[config.mk]
export PLATFORM = sky130hd
export DESIGN_NAME = alu_seq_core
export DESIGN_NICKNAME = d
export VERILOG_FILES = /design/src/rtl/alu_seq_core.sv
export SDC_FILE = /design/constraint.sdc
export NUM_CORES = 1
export LEC_CHECK = 0
export BUFFER_PORTS_ARGS = -buffer_cell sky130_fd_sc_hd__buf_2
export CORE_AREA = 4 4 152 110
export CTS_CLUSTER_DIAMETER = 100
export DETAILED_ROUTE_END_ITERATION = 10
export DIE_AREA = 0 0 156 114
export PLACE_DENSITY = 0.81
export RECOVER_POWER = 25
export SLEW_MARGIN = 15
export SYNTH_ARGS = -nofsm -noshare
export SYNTH_HDL_FRONTEND = slang
export SYNTH_SLANG_ARGS = --single-unit
export TNS_END_PERCENT = 5
[constraint.sdc]
create_clock -name clk -period 3.9 [get_ports clk]
set_clock_uncertainty 0.1 [all_clocks]
set_input_delay 0.585 -clock clk [delete_from_list [all_inputs] [get_ports clk]]
set_output_delay 0.585 -clock clk [all_outputs]
set_load 0.005 [all_outputs]
[src/rtl/alu_seq_core.sv]
// Sequential ALU: single-cycle logic/arith/shift ops, signed saturating add/sub and an
// iterative shift-add multiply, frozen by a synchronous hold input. start/busy/done handshake.
module alu_seq_core #(
    parameter int WIDTH = 16,
    parameter int SHW   = 4
) (
    input  logic             clk,
    input  logic             rst_n,
    input  logic [WIDTH-1:0] a,
    input  logic [WIDTH-1:0] b,
    input  logic [3:0]       opcode,
    input  logic             start,
    input  logic             hold,
    output logic             busy,
    output logic             done,
    output logic             ovf,
    output logic [WIDTH-1:0] result,
    output logic [WIDTH-1:0] clamp_obs
);

    // Handshake: a request is taken on a rising edge where start=1, hold=0 and the FSM is
    // IDLE; done is high for the cycle after a completion edge (stretched while hold=1).
    localparam logic [0:0] ST_IDLE = 1'b0;
    localparam logic [0:0] ST_MUL  = 1'b1;

    localparam logic [3:0] OP_ADD  = 4'd0;
    localparam logic [3:0] OP_SUB  = 4'd1;
    localparam logic [3:0] OP_AND  = 4'd2;
    localparam logic [3:0] OP_OR   = 4'd3;
    localparam logic [3:0] OP_XOR  = 4'd4;
    localparam logic [3:0] OP_SHL  = 4'd5;
    localparam logic [3:0] OP_SHR  = 4'd6;
    localparam logic [3:0] OP_SRA  = 4'd7;
    localparam logic [3:0] OP_MUL  = 4'd8;
    localparam logic [3:0] OP_SADD = 4'd9;
    localparam logic [3:0] OP_SSUB = 4'd10;

    localparam int               CW       = (WIDTH > 1) ? $clog2(WIDTH) : 1;
    localparam logic [CW-1:0]    CNT_LAST = CW'(WIDTH - 1);
    localparam logic [WIDTH-1:0] SAT_MAX  = {1'b0, {(WIDTH-1){1'b1}}};
    localparam logic [WIDTH-1:0] SAT_MIN  = {1'b1, {(WIDTH-1){1'b0}}};

    logic [0:0]       state_q, state_d;
    logic [CW-1:0]    cnt_q, cnt_d;
    logic [WIDTH-1:0] acc_q, acc_d;
    logic [WIDTH-1:0] mcand_q, mcand_d;
    logic [WIDTH-1:0] mplier_q, mplier_d;
    logic             done_q, done_d;
    logic             ovf_q, ovf_d;
    logic [WIDTH-1:0] result_q, result_d;
    logic [WIDTH-1:0] clamp_q, clamp_d;

    logic [SHW-1:0]   sh_amt;
    logic             sh_big;
    logic [WIDTH:0]   sat_sum;
    logic [WIDTH-1:0] op_res;
    logic             op_ovf;
    logic [WIDTH-1:0] op_clamp;
    logic [WIDTH-1:0] acc_step;

    assign sh_amt = b[SHW-1:0];
    assign sh_big = (int'(sh_amt) >= WIDTH);

    // Single-cycle datapath; clamp_obs mirrors the result except for saturating ops.
    always_comb begin
        op_res   = '0;
        op_ovf   = 1'b0;
        sat_sum  = '0;
        case (opcode)
            OP_ADD: op_res = a + b;
            OP_SUB: op_res = a - b;
            OP_AND: op_res = a & b;
            OP_OR:  op_res = a | b;
            OP_XOR: op_res = a ^ b;
            OP_SHL: op_res = sh_big ? '0 : (a << sh_amt);
            OP_SHR: op_res = sh_big ? '0 : (a >> sh_amt);
            OP_SRA: op_res = sh_big ? {WIDTH{a[WIDTH-1]}} : WIDTH'($signed(a) >>> sh_amt);
            OP_SADD, OP_SSUB: begin
                if (opcode == OP_SSUB) begin
                    sat_sum = {a[WIDTH-1], a} - {b[WIDTH-1], b};
                end else begin
                    sat_sum = {a[WIDTH-1], a} + {b[WIDTH-1], b};
                end
                if (sat_sum[WIDTH] != sat_sum[WIDTH-1]) begin
                    op_ovf = 1'b1;
                    op_res = sat_sum[WIDTH] ? SAT_MIN : SAT_MAX;
                end else begin
                    op_res = sat_sum[WIDTH-1:0];
                end
            end
            default: op_res = '0;
        endcase
        op_clamp = ((opcode == OP_SADD) || (opcode == OP_SSUB)) ? sat_sum[WIDTH-1:0] : op_res;
    end

    // One shift-add step: multiplier consumed LSB first, multiplicand shifts left.
    assign acc_step = acc_q + (mplier_q[0] ? mcand_q : '0);

    always_comb begin
        state_d  = state_q;
        cnt_d    = cnt_q;
        acc_d    = acc_q;
        mcand_d  = mcand_q;
        mplier_d = mplier_q;
        done_d   = 1'b0;
        ovf_d    = ovf_q;
        result_d = result_q;
        clamp_d  = clamp_q;
        case (state_q)
            ST_IDLE: begin
                if (start) begin
                    if (opcode == OP_MUL) begin
                        state_d  = ST_MUL;
                        mcand_d  = a;
                        mplier_d = b;
                        acc_d    = '0;
                        cnt_d    = '0;
                    end else begin
                        result_d = op_res;
                        ovf_d    = op_ovf;
                        clamp_d  = op_clamp;
                        done_d   = 1'b1;
                    end
                end
            end
            ST_MUL: begin
                acc_d    = acc_step;
                mcand_d  = mcand_q << 1;
                mplier_d = mplier_q >> 1;
                cnt_d    = cnt_q + 1'b1;
                if (cnt_q == CNT_LAST) begin
                    state_d  = ST_IDLE;
                    cnt_d    = '0;
                    result_d = acc_step;
                    ovf_d    = 1'b0;
                    clamp_d  = acc_step;
                    done_d   = 1'b1;
                end
            end
            default: state_d = ST_IDLE;
        endcase
    end

    // hold acts as a clock enable for every register, including the done pulse.
    always_ff @(posedge clk or negedge rst_n) begin
        if (!rst_n) begin
            state_q  <= ST_IDLE;
            cnt_q    <= '0;
            acc_q    <= '0;
            mcand_q  <= '0;
            mplier_q <= '0;
            done_q   <= 1'b0;
            ovf_q    <= 1'b0;
            result_q <= '0;
            clamp_q  <= '0;
        end else if (!hold) begin
            state_q  <= state_d;
            cnt_q    <= cnt_d;
            acc_q    <= acc_d;
            mcand_q  <= mcand_d;
            mplier_q <= mplier_d;
            done_q   <= done_d;
            ovf_q    <= ovf_d;
            result_q <= result_d;
            clamp_q  <= clamp_d;
        end
    end

    assign busy      = (state_q == ST_MUL);
    assign done      = done_q;
    assign ovf       = ovf_q;
    assign result    = result_q;
    assign clamp_obs = clamp_q;

endmodule

==> results.md <==
- The run finished with clean final reports.
- The number of different library cells used by synthesis comes to 86.
- In the finished design, the share of the clock period the worst path needs comes to 97.3%.
- The signal arrival time at the worst endpoint is 3.98 ns.
- After detailed placement, the design holds a cell count of 1474.
- The flip-flop and latch count after synthesis is 87.
- The clock insertion delay at the later pin of the skew report is 0.36 ns.
- The global placer's final weighted congestion is 1.05.
- The count of cells in the finished layout, fillers not included, comes to 1491.
- For this design, the sink count on the clock tree is 87.
- Synthesis produced a netlist with a net count of 1255.
- The longest clock path from root to sink contains 2 buffers.
- Each instance of the synthesized netlist takes up on average 8.23 um^2.
- The worst hold endpoint is clamp_obs[5].
- Summing internal, switching and leakage power gives 4.54 mW.
- STA puts the critical path data required time at 4.09 ns.
- The hold slack is 0.387 ns.
- The share of the yosys chip area belonging to registers is 23.4%.
- The number of slew-limit violations in the final report came to 0.
- Once detail routing completed, the nets flagged for antenna violations numbered 0.
- The post-synth design cell area is 9320 um^2.
- The analysis attributes to cell leakage a power of 5.38 nW.
- The worst path setup slack after routing is 0.103 ns.
- The depth of the worst register-to-register path is 12.
- The wire length reported by the detailed router is 35.0 mm.
- During synthesis, Yosys emitted a total of 0 warnings.
- The number of antenna violations at the first check in global routing is 1.
- The final route contains 9855 vias.
- Setup repair after global routing could not meet its margin everywhere.
- After floorplanning, the core was sized to cover 15300 um^2.
- The largest voltage drop on the vdd net is 0.309 mV.
- For this run the aggregate overflow at the end of global routing stands at 0.
- The worst setup path category is in2reg.
- After clock tree synthesis, the clock-pin slew on the worst setup and hold paths is 0.07 ns.
- The die covers 17800 um^2.
- Cells fill 72.4% of the core in the end.
- Based on the critical path, the design can be clocked at up to 0.263 GHz.
- The endpoint identified for the worst register-to-register timing path is clamp_obs[14].
- In the synthesized netlist, the number of instances is 1132.
- TritonCTS built the clock tree.
- The remaining design rule violation count is 0.
- The number of endpoints failing setup at the final stage is 0.
- In this run the vertical extent of the chip is 114 um.
- The starting density of the core is 61.1%.
- The most frequently used flop master after synthesis is sky130_fd_sc_hd__dfrtp_1.
- The worst hold path depth is 1.
- The final hold violation count is 0.
- The floorplan has 38 rows.
- The H-tree depth reported by CTS is 3.
- The path class of the lowest-slack min-delay path is reg2reg.
- The final period demand of the worst path is 3.80 ns.
- The combined global-route utilization of all metal layers is 39.2%.
- The wire length of the first global-routing pass is 53.4 mm.
- The HPWL reported at the end of detailed placement is 27.0 mm.
- The launch instance of the worst register-to-register path is mplier_q[0].
- The floorplan die width is 156 um.
- The number of I/O pins is 75.
- The worst slew margin relative to its limit is 2.94%.
- The kind of end point of the critical path is a flip-flop.
- The final routed wire length divided by cell count is 23.5 um.
- For this block, the initial DRC count from the detailed router was 1289.
- The total of max-cap violations is 0.
- Cells with a size suffix above 1 make up 22.9% of the layout.
- Dividing the detail-routed via count by the number of cells gives 6.61.
- The net count reported at finish is 1408.
- For the pin with the worst max-slew slack, the measured transition is 1.46 ns.
- Along the worst path, the maximum fanout reaches 6.
- The total CTS buffers is 9.
- The number of inserted filler cells in the final layout is 1210.
- In this run, synthesis inferred 0 flip-flops with an integrated enable.
- The maximum number of pins on one net before global-route repair is 62.
- The total power per unit cell area is 411 nW/um^2.
- Clock tree synthesis selected as its root buffer the cell sky130_fd_sc_hd__clkbuf_16.
- The worst setup timing slack at the placement stage is -0.314 ns.
- Port buffering added 74 buffers.
- The via count of the first global-routing pass is 9183.
- The iteration count of the initial detailed-routing pass is 6.
- The start point of the worst min-delay path is clamp_obs[5].
- The category of the worst setup path launch point is a primary input.
- The worst setup slack for register-to-register paths is 0.22 ns.
- The share of flip-flops with an asynchronous set or reset is 100%.
- The layout-stage area growth over the synthesis result is 18.6%.
[per-layer routing]
layer | up-vias | track usage (%) | wire [um]
met5 | - | 0 | 0
met4 | 0 | 11.7 | 1050
li1 | 4435 | - | -
met2 | 649 | 55.6 | 14200
met3 | 82 | 10.9 | 4990
met1 | 4689 | 58.1 | 14800
[critical path, stage by stage]
cell                       delay, ns
sky130_fd_sc_hd__buf_2          0.11
sky130_fd_sc_hd__or4_4          0.56
sky130_fd_sc_hd__buf_4          0.17
sky130_fd_sc_hd__o21ai_0        0.18
sky130_fd_sc_hd__xnor2_1        0.18
sky130_fd_sc_hd__ha_1           0.32
sky130_fd_sc_hd__a211o_1        0.33
sky130_fd_sc_hd__o21ai_1        0.26
sky130_fd_sc_hd__a211oi_2       0.13
sky130_fd_sc_hd__or3b_1         0.39
sky130_fd_sc_hd__buf_4          0.18
sky130_fd_sc_hd__a21oi_1        0.28
sky130_fd_sc_hd__o21ai_0        0.19
sky130_fd_sc_hd__nand3b_1       0.13
[metrics by stage]
| stage | setup TNS [ns] | instance area [um^2] |
|---|---|---|
| 2_1_floorplan | -5.66 | 9390 |
| 3_3_place_gp | -2.75 | 10700 |
| 3_5_place_dp | -3.99 | 10700 |
| 4_1_cts | 0 | 11000 |
| 5_1_grt | -0.0497 | 11100 |
| 6_report | 0 | 11100 |
[area by class of cell]
class / count / area [um^2] / area share [%]
multi-input cells: 932 / 6720 / 60.8
diodes: 1 / 2.50 / 0.0226
clock buffers: 10 / 239 / 2.16
inverters: 43 / 164 / 1.48
well taps: 200 / 250 / 2.26
repair buffers: 212 / 1400 / 12.7
clock inverters: 6 / 97.6 / 0.883
flip-flops and latches: 87 / 2180 / 19.7
[cells in the mapped netlist, types with 22 or more instances]
cell type	count	area (um^2)
sky130_fd_sc_hd__a21oi_1	62	310
sky130_fd_sc_hd__and2_1	25	156
sky130_fd_sc_hd__clkbuf_1	33	124
sky130_fd_sc_hd__dfrtp_1	87	2180
sky130_fd_sc_hd__ha_1	80	1000
sky130_fd_sc_hd__inv_1	41	154
sky130_fd_sc_hd__mux2i_1	53	531
sky130_fd_sc_hd__nand2_1	132	495
sky130_fd_sc_hd__nand3_1	22	110
sky130_fd_sc_hd__nor2_1	100	375
sky130_fd_sc_hd__o21ai_0	93	465
sky130_fd_sc_hd__xnor2_1	52	455
[sequential cells by signal (all words and copies together), names as in the netlist]
| register | count |
|---|---|
| acc_q | 16 |
| busy | 1 |
| ovf | 1 |
| mcand_q | 16 |
| clamp_obs | 16 |
| cnt_q | 4 |
| result | 16 |
| done | 1 |
| mplier_q | 16 |
[how the worst max path moves through the flow]
stage	start	endpoint	slack (ns)	cells past startpoint
4_1_cts	b[3]	result[13]	0.05	16
6_report	b[3]	result[14]	0.10	14
5_1_grt	b[1]	result[15]	-0.02	18
2_1_floorplan	b[0]	result[0]	-0.41	20
3_5_place_dp	b[3]	result[13]	-0.31	16
3_3_place_gp	b[3]	result[13]	-0.25	16
[timing repair]
action,4_1_cts,5_1_grt
setup buffers,0,0
hold buffers,0,0
gates resized for setup,0,12
endpoints found under the setup margin,0,20
[cell families (layout without fill, tap and decap cells)]
| logic type | count (synthesis) | in the layout | synth area share [%] |
|---|---|---|---|
| flip-flops | 87 | 87 | 23.4 |
| AO/OA/AOI/OAI | 347 | 347 | 24.8 |
| AND/OR/NAND/NOR | 357 | 357 | 18.0 |
| XOR/XNOR | 67 | 67 | 6.54 |
| other | 0 | 1 | 0 |
| multiplexers | 78 | 78 | 10.5 |
| adder cells (fa/ha/maj) | 83 | 83 | 11.4 |
| buffers and inverters | 113 | 271 | 5.41 |
[layout by cell type, fill, tap and decap left out, types with 7 or more instances in the layout]
cell	Yosys	layout
sky130_fd_sc_hd__nor2_1	100	99
sky130_fd_sc_hd__a21oi_1	62	59
sky130_fd_sc_hd__nand2_1	132	131
sky130_fd_sc_hd__mux2i_1	53	53
sky130_fd_sc_hd__a211o_1	8	8
sky130_fd_sc_hd__and2_1	25	24
sky130_fd_sc_hd__a31oi_1	20	20
sky130_fd_sc_hd__a21o_1	17	16
sky130_fd_sc_hd__clkbuf_16	0	9
sky130_fd_sc_hd__o21ai_0	93	92
sky130_fd_sc_hd__dfrtp_1	87	86
sky130_fd_sc_hd__o221ai_1	10	10
sky130_fd_sc_hd__xor2_1	12	12
sky130_fd_sc_hd__xnor2_1	52	52
sky130_fd_sc_hd__o21a_1	17	17
sky130_fd_sc_hd__nor3_1	19	17
sky130_fd_sc_hd__buf_4	4	135
sky130_fd_sc_hd__a211oi_1	19	18
sky130_fd_sc_hd__inv_1	41	40
sky130_fd_sc_hd__mux4_2	15	15
sky130_fd_sc_hd__a22oi_1	16	16
sky130_fd_sc_hd__nand3_1	22	21
sky130_fd_sc_hd__mux2_2	10	10
sky130_fd_sc_hd__o211ai_1	16	16
sky130_fd_sc_hd__a22o_1	7	7
sky130_fd_sc_hd__nor2b_1	13	13
sky130_fd_sc_hd__buf_2	21	73
sky130_fd_sc_hd__ha_1	80	79
sky130_fd_sc_hd__and3_1	7	7
[power breakdown]
part,switching [mW],internal [mW]
clock,0.430,0.591
combinational,1.19,0.889
sequential,0.239,1.20
total,1.86,2.68
Power figures use the tool's default switching activity.
